<file path="config.mk">
export PLATFORM = sky130hd
export DESIGN_NAME = uart_dmem_loader
export DESIGN_NICKNAME = d
export VERILOG_FILES = /design/src/rtl/uart_dmem_loader.sv
export SDC_FILE = /design/constraint.sdc
export NUM_CORES = 1
export LEC_CHECK = 0
export CAP_MARGIN = 20
export CORE_MARGIN = 1.5
export CORE_UTILIZATION = 30
export DETAILED_ROUTE_END_ITERATION = 10
export PLACE_DENSITY_LB_ADDON = 0.05
export SLEW_MARGIN = 25
export SYNTH_ARGS = -nofsm -noshare
export SYNTH_HDL_FRONTEND = slang
export SYNTH_SLANG_ARGS = --single-unit
</file>
<file path="constraint.sdc">
create_clock -name sys_clk -period 4.4 [get_ports sys_clk]
set_input_delay 0.88 -clock sys_clk [delete_from_list [all_inputs] [get_ports sys_clk]]
set_output_delay 0.88 -clock sys_clk [all_outputs]
set_load 0.02 [all_outputs]
</file>
<file path="src/rtl/uart_dmem_loader.sv">
// rtl/uart_dmem_loader.sv - UART 8N1 receiver that packs little-endian bytes into words
// and preloads data memory at consecutive addresses while holding the core.
module uart_dmem_loader #(
  parameter int CLKS_PER_BIT = 434,
  parameter int WORDS        = 32
) (
  input  logic        sys_clk,
  input  logic        sys_arst,
  input  logic        rx_i,
  output logic        en_addr_data_o,
  output logic [4:0]  addr_data_o,
  output logic [31:0] data_data_o,
  output logic        core_hold_o,
  output logic        load_done_o,
  output logic        frame_err_o
);

  localparam int            CW      = $clog2(CLKS_PER_BIT);
  localparam logic [CW-1:0] FULL_M1 = CW'(CLKS_PER_BIT - 1);
  localparam logic [CW-1:0] HALF_M1 = CW'(CLKS_PER_BIT / 2 - 1);
  localparam logic [CW-1:0] BAUD_1  = CW'(1);
  localparam logic [5:0]    WORDS_W = 6'(WORDS);

  typedef enum logic [1:0] {IDLE, START, DATA, STOP} state_t;

  state_t        state;
  logic          rx_meta;
  logic          rx_sync;
  logic          rx_prev;
  logic [CW-1:0] baud_cnt;
  logic [2:0]    bit_cnt;
  logic [1:0]    byte_cnt;
  logic [5:0]    word_cnt;
  logic [7:0]    shift;
  logic [23:0]   word_lo;

  always_ff @(posedge sys_clk or posedge sys_arst) begin
    if (sys_arst) begin
      state          <= IDLE;
      rx_meta        <= 1'b1;
      rx_sync        <= 1'b1;
      rx_prev        <= 1'b1;
      baud_cnt       <= '0;
      bit_cnt        <= '0;
      byte_cnt       <= '0;
      word_cnt       <= '0;
      shift          <= '0;
      word_lo        <= '0;
      en_addr_data_o <= 1'b0;
      addr_data_o    <= '0;
      data_data_o    <= '0;
      core_hold_o    <= 1'b1;
      load_done_o    <= 1'b0;
      frame_err_o    <= 1'b0;
    end else begin
      rx_meta        <= rx_i;
      rx_sync        <= rx_meta;
      rx_prev        <= rx_sync;
      en_addr_data_o <= 1'b0;
      frame_err_o    <= 1'b0;

      case (state)
        IDLE: begin
          // Edge-triggered start so a line stuck low after a framing error cannot restart.
          if (!load_done_o && rx_prev && !rx_sync) begin
            baud_cnt <= '0;
            state    <= START;
          end
        end

        START: begin
          if (baud_cnt == HALF_M1) begin
            baud_cnt <= '0;
            bit_cnt  <= '0;
            state    <= rx_sync ? IDLE : DATA;
          end else begin
            baud_cnt <= baud_cnt + BAUD_1;
          end
        end

        DATA: begin
          if (baud_cnt == FULL_M1) begin
            baud_cnt       <= '0;
            shift[bit_cnt] <= rx_sync;
            bit_cnt        <= bit_cnt + 3'd1;
            if (bit_cnt == 3'd7) state <= STOP;
          end else begin
            baud_cnt <= baud_cnt + BAUD_1;
          end
        end

        STOP: begin
          if (baud_cnt == FULL_M1) begin
            baud_cnt <= '0;
            state    <= IDLE;
            if (!rx_sync) begin
              frame_err_o <= 1'b1;
              byte_cnt    <= '0;
            end else if (byte_cnt == 2'd3) begin
              // Fourth byte goes straight from the shifter into the output word.
              data_data_o    <= {shift, word_lo};
              addr_data_o    <= word_cnt[4:0];
              en_addr_data_o <= 1'b1;
              word_cnt       <= word_cnt + 6'd1;
              byte_cnt       <= '0;
              if (word_cnt + 6'd1 == WORDS_W) begin
                load_done_o <= 1'b1;
                core_hold_o <= 1'b0;
              end
            end else begin
              case (byte_cnt)
                2'd0:    word_lo[7:0]   <= shift;
                2'd1:    word_lo[15:8]  <= shift;
                default: word_lo[23:16] <= shift;
              endcase
              byte_cnt <= byte_cnt + 2'd1;
            end
          end else begin
            baud_cnt <= baud_cnt + BAUD_1;
          end
        end

        default: state <= IDLE;
      endcase
    end
  end

endmodule
</file>
==> PnR_summary.wiki <==
{| class="wikitable"
! Metric !! Value
|-
| Required time worst endpoint || approximately 3500 ps
|-
| RR Startpoint || rx_sync
|-
| Kind of cell adding the most delay to the critical path || buffers and inverters
|-
| Element type at the critical path start || flip-flop
|-
| Internal cell power || around 0.0014 W
|-
| Placeable Area || between 10000 and 15000 um^2
|-
| Mean post-synth cell area || roughly 11 um^2
|-
| Setup TNS || 0 ps
|-
| Largest cells by area after synthesis || dfrtp_1 54%, nand2_1 12%, mux2_2 6.5%
|-
| Total nets after synthesis || 407
|-
| Fraction of the yosys area taken by sequential cells || 56.83%
|-
| Area growth from synthesis to final layout || 21.09%
|-
| Initial cell density of the core || 30.91%
|-
| Slowest CP cell || clkdlybuf4s50_1
|-
| CP Launch Point || core_hold_o
|-
| Most area-hungry cell type in the Yosys netlist || dfrtp_1
|-
| Async S/R FF share, synth || between 90% and 100%
|-
| Fraction of final layout cells sized beyond drive strength 1 || 14.29%
|-
| Combinational fraction of design power || slightly below 7%
|-
| Insertion delay to the later sink of the worst-skew pair || ~340 ps
|-
| Total grt overflow || 0
|-
| H-tree depth || 3
|-
| Fraction of synthesized cell area taken by the top area cell type || 54.40%
|-
| Minimum period implied by the final worst setup slack || around 2300 ps
|-
| Antenna violation net count after detailed routing || 0
|-
| Final Total Pwr || between 0.0015 and 0.002 W
|-
| Remaining DRCs || 0
|-
| Synth Warn # || 0
|-
| Max-capacitance violation count || 0
|-
| Largest net degree at the start of global routing || 80
|-
| Count of endpoints failing setup in the final report || 0
|-
| Worst-case headroom to the max-slew limit || a little over half
|-
| Global-route wire length before repair || 15580 um
|-
| Final worst-path cycle share || about 53%
|-
| Count of flip-flops with a built-in enable after synthesis || 0
|-
| Hold Crit Start || rx_meta
|-
| Antenna violations before repair || 0
|-
| FF+latch area || about 2500 um^2
|-
| Horizontal die dimension || around 120 um
|-
| Top cells by instance count after synthesis || 133 x nand2_1, 94 x dfrtp_1, 25 x mux2_2
|-
| Overall track demand over capacity in global routing || between 10% and 20%
|-
| Number of endpoints with negative hold slack in the final report || 0
|-
| Clock group share of total power || around two fifths
|-
| Count of buffers added by post-CTS timing repair for setup || 0
|-
| Yosys reg bits || 98
|-
| Synth unique cells || 53
|-
| Std-Cell Rows || 43
|-
| Routability-driven placement congestion ratio || around 0.74
|-
| Antenna diode count || 0
|-
| Via count || between 2000 and 3000
|-
| Min-Delay Path Class || flip-flop to flip-flop
|-
| Number of filler instances in the final layout || roughly 1400
|-
| Net switching component of the power || about 0.00047 W
|-
| CTS Root Buffer Type || clkbuf_16
|-
| WL/cell || roughly 15 um
|-
| Synthesized netlist cell count || approximately 390
|-
| Upper clock frequency limit || between 400 and 500 MHz
|-
| Static leakage power || around 2.7 nW
|-
| Worst Path Class, Setup || flip-flop to output port
|-
| Area of the die || roughly 15000 um^2
|-
| Cells along the critical path || clkdlybuf4s50_1
|-
| Sink Count || 98
|-
| Number of global-route vias before repair || 2876
|-
| Signal arrival time at the worst endpoint || approximately 1500 ps
|-
| Clock slew at the register clock pins of the worst setup and hold paths || about 60 ps
|-
| Cell area after technology mapping || around 4300 um^2
|-
| Endpoint class of the critical path || output port
|-
| Resize count post-CTS || 0
|-
| Clock buffers created by TritonCTS || 9
|-
| CTS tree || yes
|-
| Actual slew at the worst max-slew pin || slightly above 700 ps
|-
| Number of search-and-repair iterations in the first detailed-routing pass || 4
|-
| I/O Pins || 44
|-
| Via density || between 4 and 5
|-
| Status || completed
|-
| Y dimension of the die || ~120 um
|-
| Final Core Density || a little under two fifths
|-
| Peak ir drop on the vdd network || just under 0.3 mV
|-
| Most frequent cell after synthesis || nand2_1
|-
| Area of the multi-input gates || ~1800 um^2
|-
| Hpwl dp || 6198 um
|-
| Relative contribution of sequential cells to total power || 52.0%
|-
| Power density over cell area || about 360 nW/um^2
|-
| CP bufs+invs || 1
|-
| Port bufs || 43
|-
| Setup repair after global routing missed its margin || false
|-
| Final wirelength || between 9000 and 10000 um
|-
| Violation count after the first detailed-route iteration || 156
|-
| Switching part of the total || around a quarter
|-
| Clock skew after layout || 7.840 ps
|-
| Peak per-stage delay on the critical path || roughly 590 ps
|-
| Nets || 450
|-
| Hold-fix buffer count after cts || 0
|-
| Final Max Slew Viols || 0
|-
| Maximum fanout count along the critical path || 2
|-
| Top_reg_cell synth || dfrtp_1
|-
| Deepest clock path buffer count || 2
|}
[worst register-to-register path, stage by stage, from the launching register on]
cell	delay, ps
dfstp_2	670
and3_1	430
nand4_4	140
buf_4	300
a2111oi_1	430
or2_1	160
[layer usage]
metal	GRT usage, %	share of wire, %	vias to the layer above
met5	0	0	-
met4	3.448	1.2	0
met3	4.105	3.5	6
met2	20.38	44	45
met1	19.43	51	1393
li1	-	-	1412
[per-stage QoR]
step                      setup slack [ps]  std cells  hold WS [ps]  instance area, um^2
after global placement                1940        605         374.9                 4938
final                                 2073        621         374.4                 5236
after detailed placement              1943        605         371.7                 4938
after floorplan                      964.5        393         345.2                 4324
after CTS                             2045        621         380.8                 5234
after global routing                  2010        621         384.7                 5236
[final cells by class]
type	instances	area share, %
clock buffers	10	4.373
well taps	180	4.301
multi-input cells	269	33.45
inverters	11	0.8841
clock inverters	6	1.266
flip-flops and latches	98	46.93
repair buffers	47	8.793
[sequential cells by signal, summed over array words and instances (netlist names), 2 cells and up, named ones only]
register     cells
addr_data_o      5
baud_cnt         9
bit_cnt          3
byte_cnt         2
data_data_o     32
shift            8
word_cnt         6
word_lo         24
[layout by cell type, fill, tap and decap left out, types with 2 or more instances in the layout]
cell type,count
clkdlybuf4s50_1,43
nand2_1,133
nand3_1,7
dfstp_2,4
inv_1,8
o21a_1,2
nor2b_1,3
clkinv_2,2
nand3b_1,2
dfrtp_1,94
and4b_1,2
inv_6,2
mux2_2,25
clkinv_4,2
nand4b_1,3
nor4_1,2
buf_4,4
inv_2,2
a31oi_1,3
and4bb_2,2
nand4b_4,3
o22ai_1,5
nand4_1,3
mux2_1,7
mux2i_1,3
xnor2_1,5
ha_1,11
xor2_1,3
a21oi_1,2
and4bb_1,2
nor3_1,5
nor2_1,7
o21ai_0,8
clkbuf_16,9
[cells by family (layout without fill, tap and decap cells)]
group / count (synthesis) / after routing / share of synthesized area, %
and+or+nand+nor: 183 / 183 / 21.41
DFF: 98 / 98 / 56.83
AOI/OAI and AO/OA: 32 / 32 / 5.267
buffers and inverters: 26 / 74 / 2.662
xor gates and xnor gates: 8 / 8 / 1.620
muxes: 35 / 35 / 9.028
adders and majority gates: 11 / 11 / 3.183
[path summary, 6_finish.rpt]
path                                    to  slack (ps)  cells after the start
min reg2reg                        rx_sync         370                      0
min                                rx_sync         370                      0
max                            core_hold_o        2070                      1
max reg2reg                    load_done_o        2220                      5
max in group asynchronous  data_data_o[19]        2580                      3
min in group asynchronous      word_cnt[5]        1040                      2
[power by group through the flow]
stage               Combinational, W  Sequential, W  Clock [W]
floorplan                   0.000109       0.000990          0
global placement            0.000131        0.00101          0
detailed placement          0.000132        0.00101          0
CTS                         0.000133       0.000992   0.000823
global route                0.000150        0.00100   0.000864
finish                      0.000130       0.000992   0.000786
(Power assumes the default switching activity.)
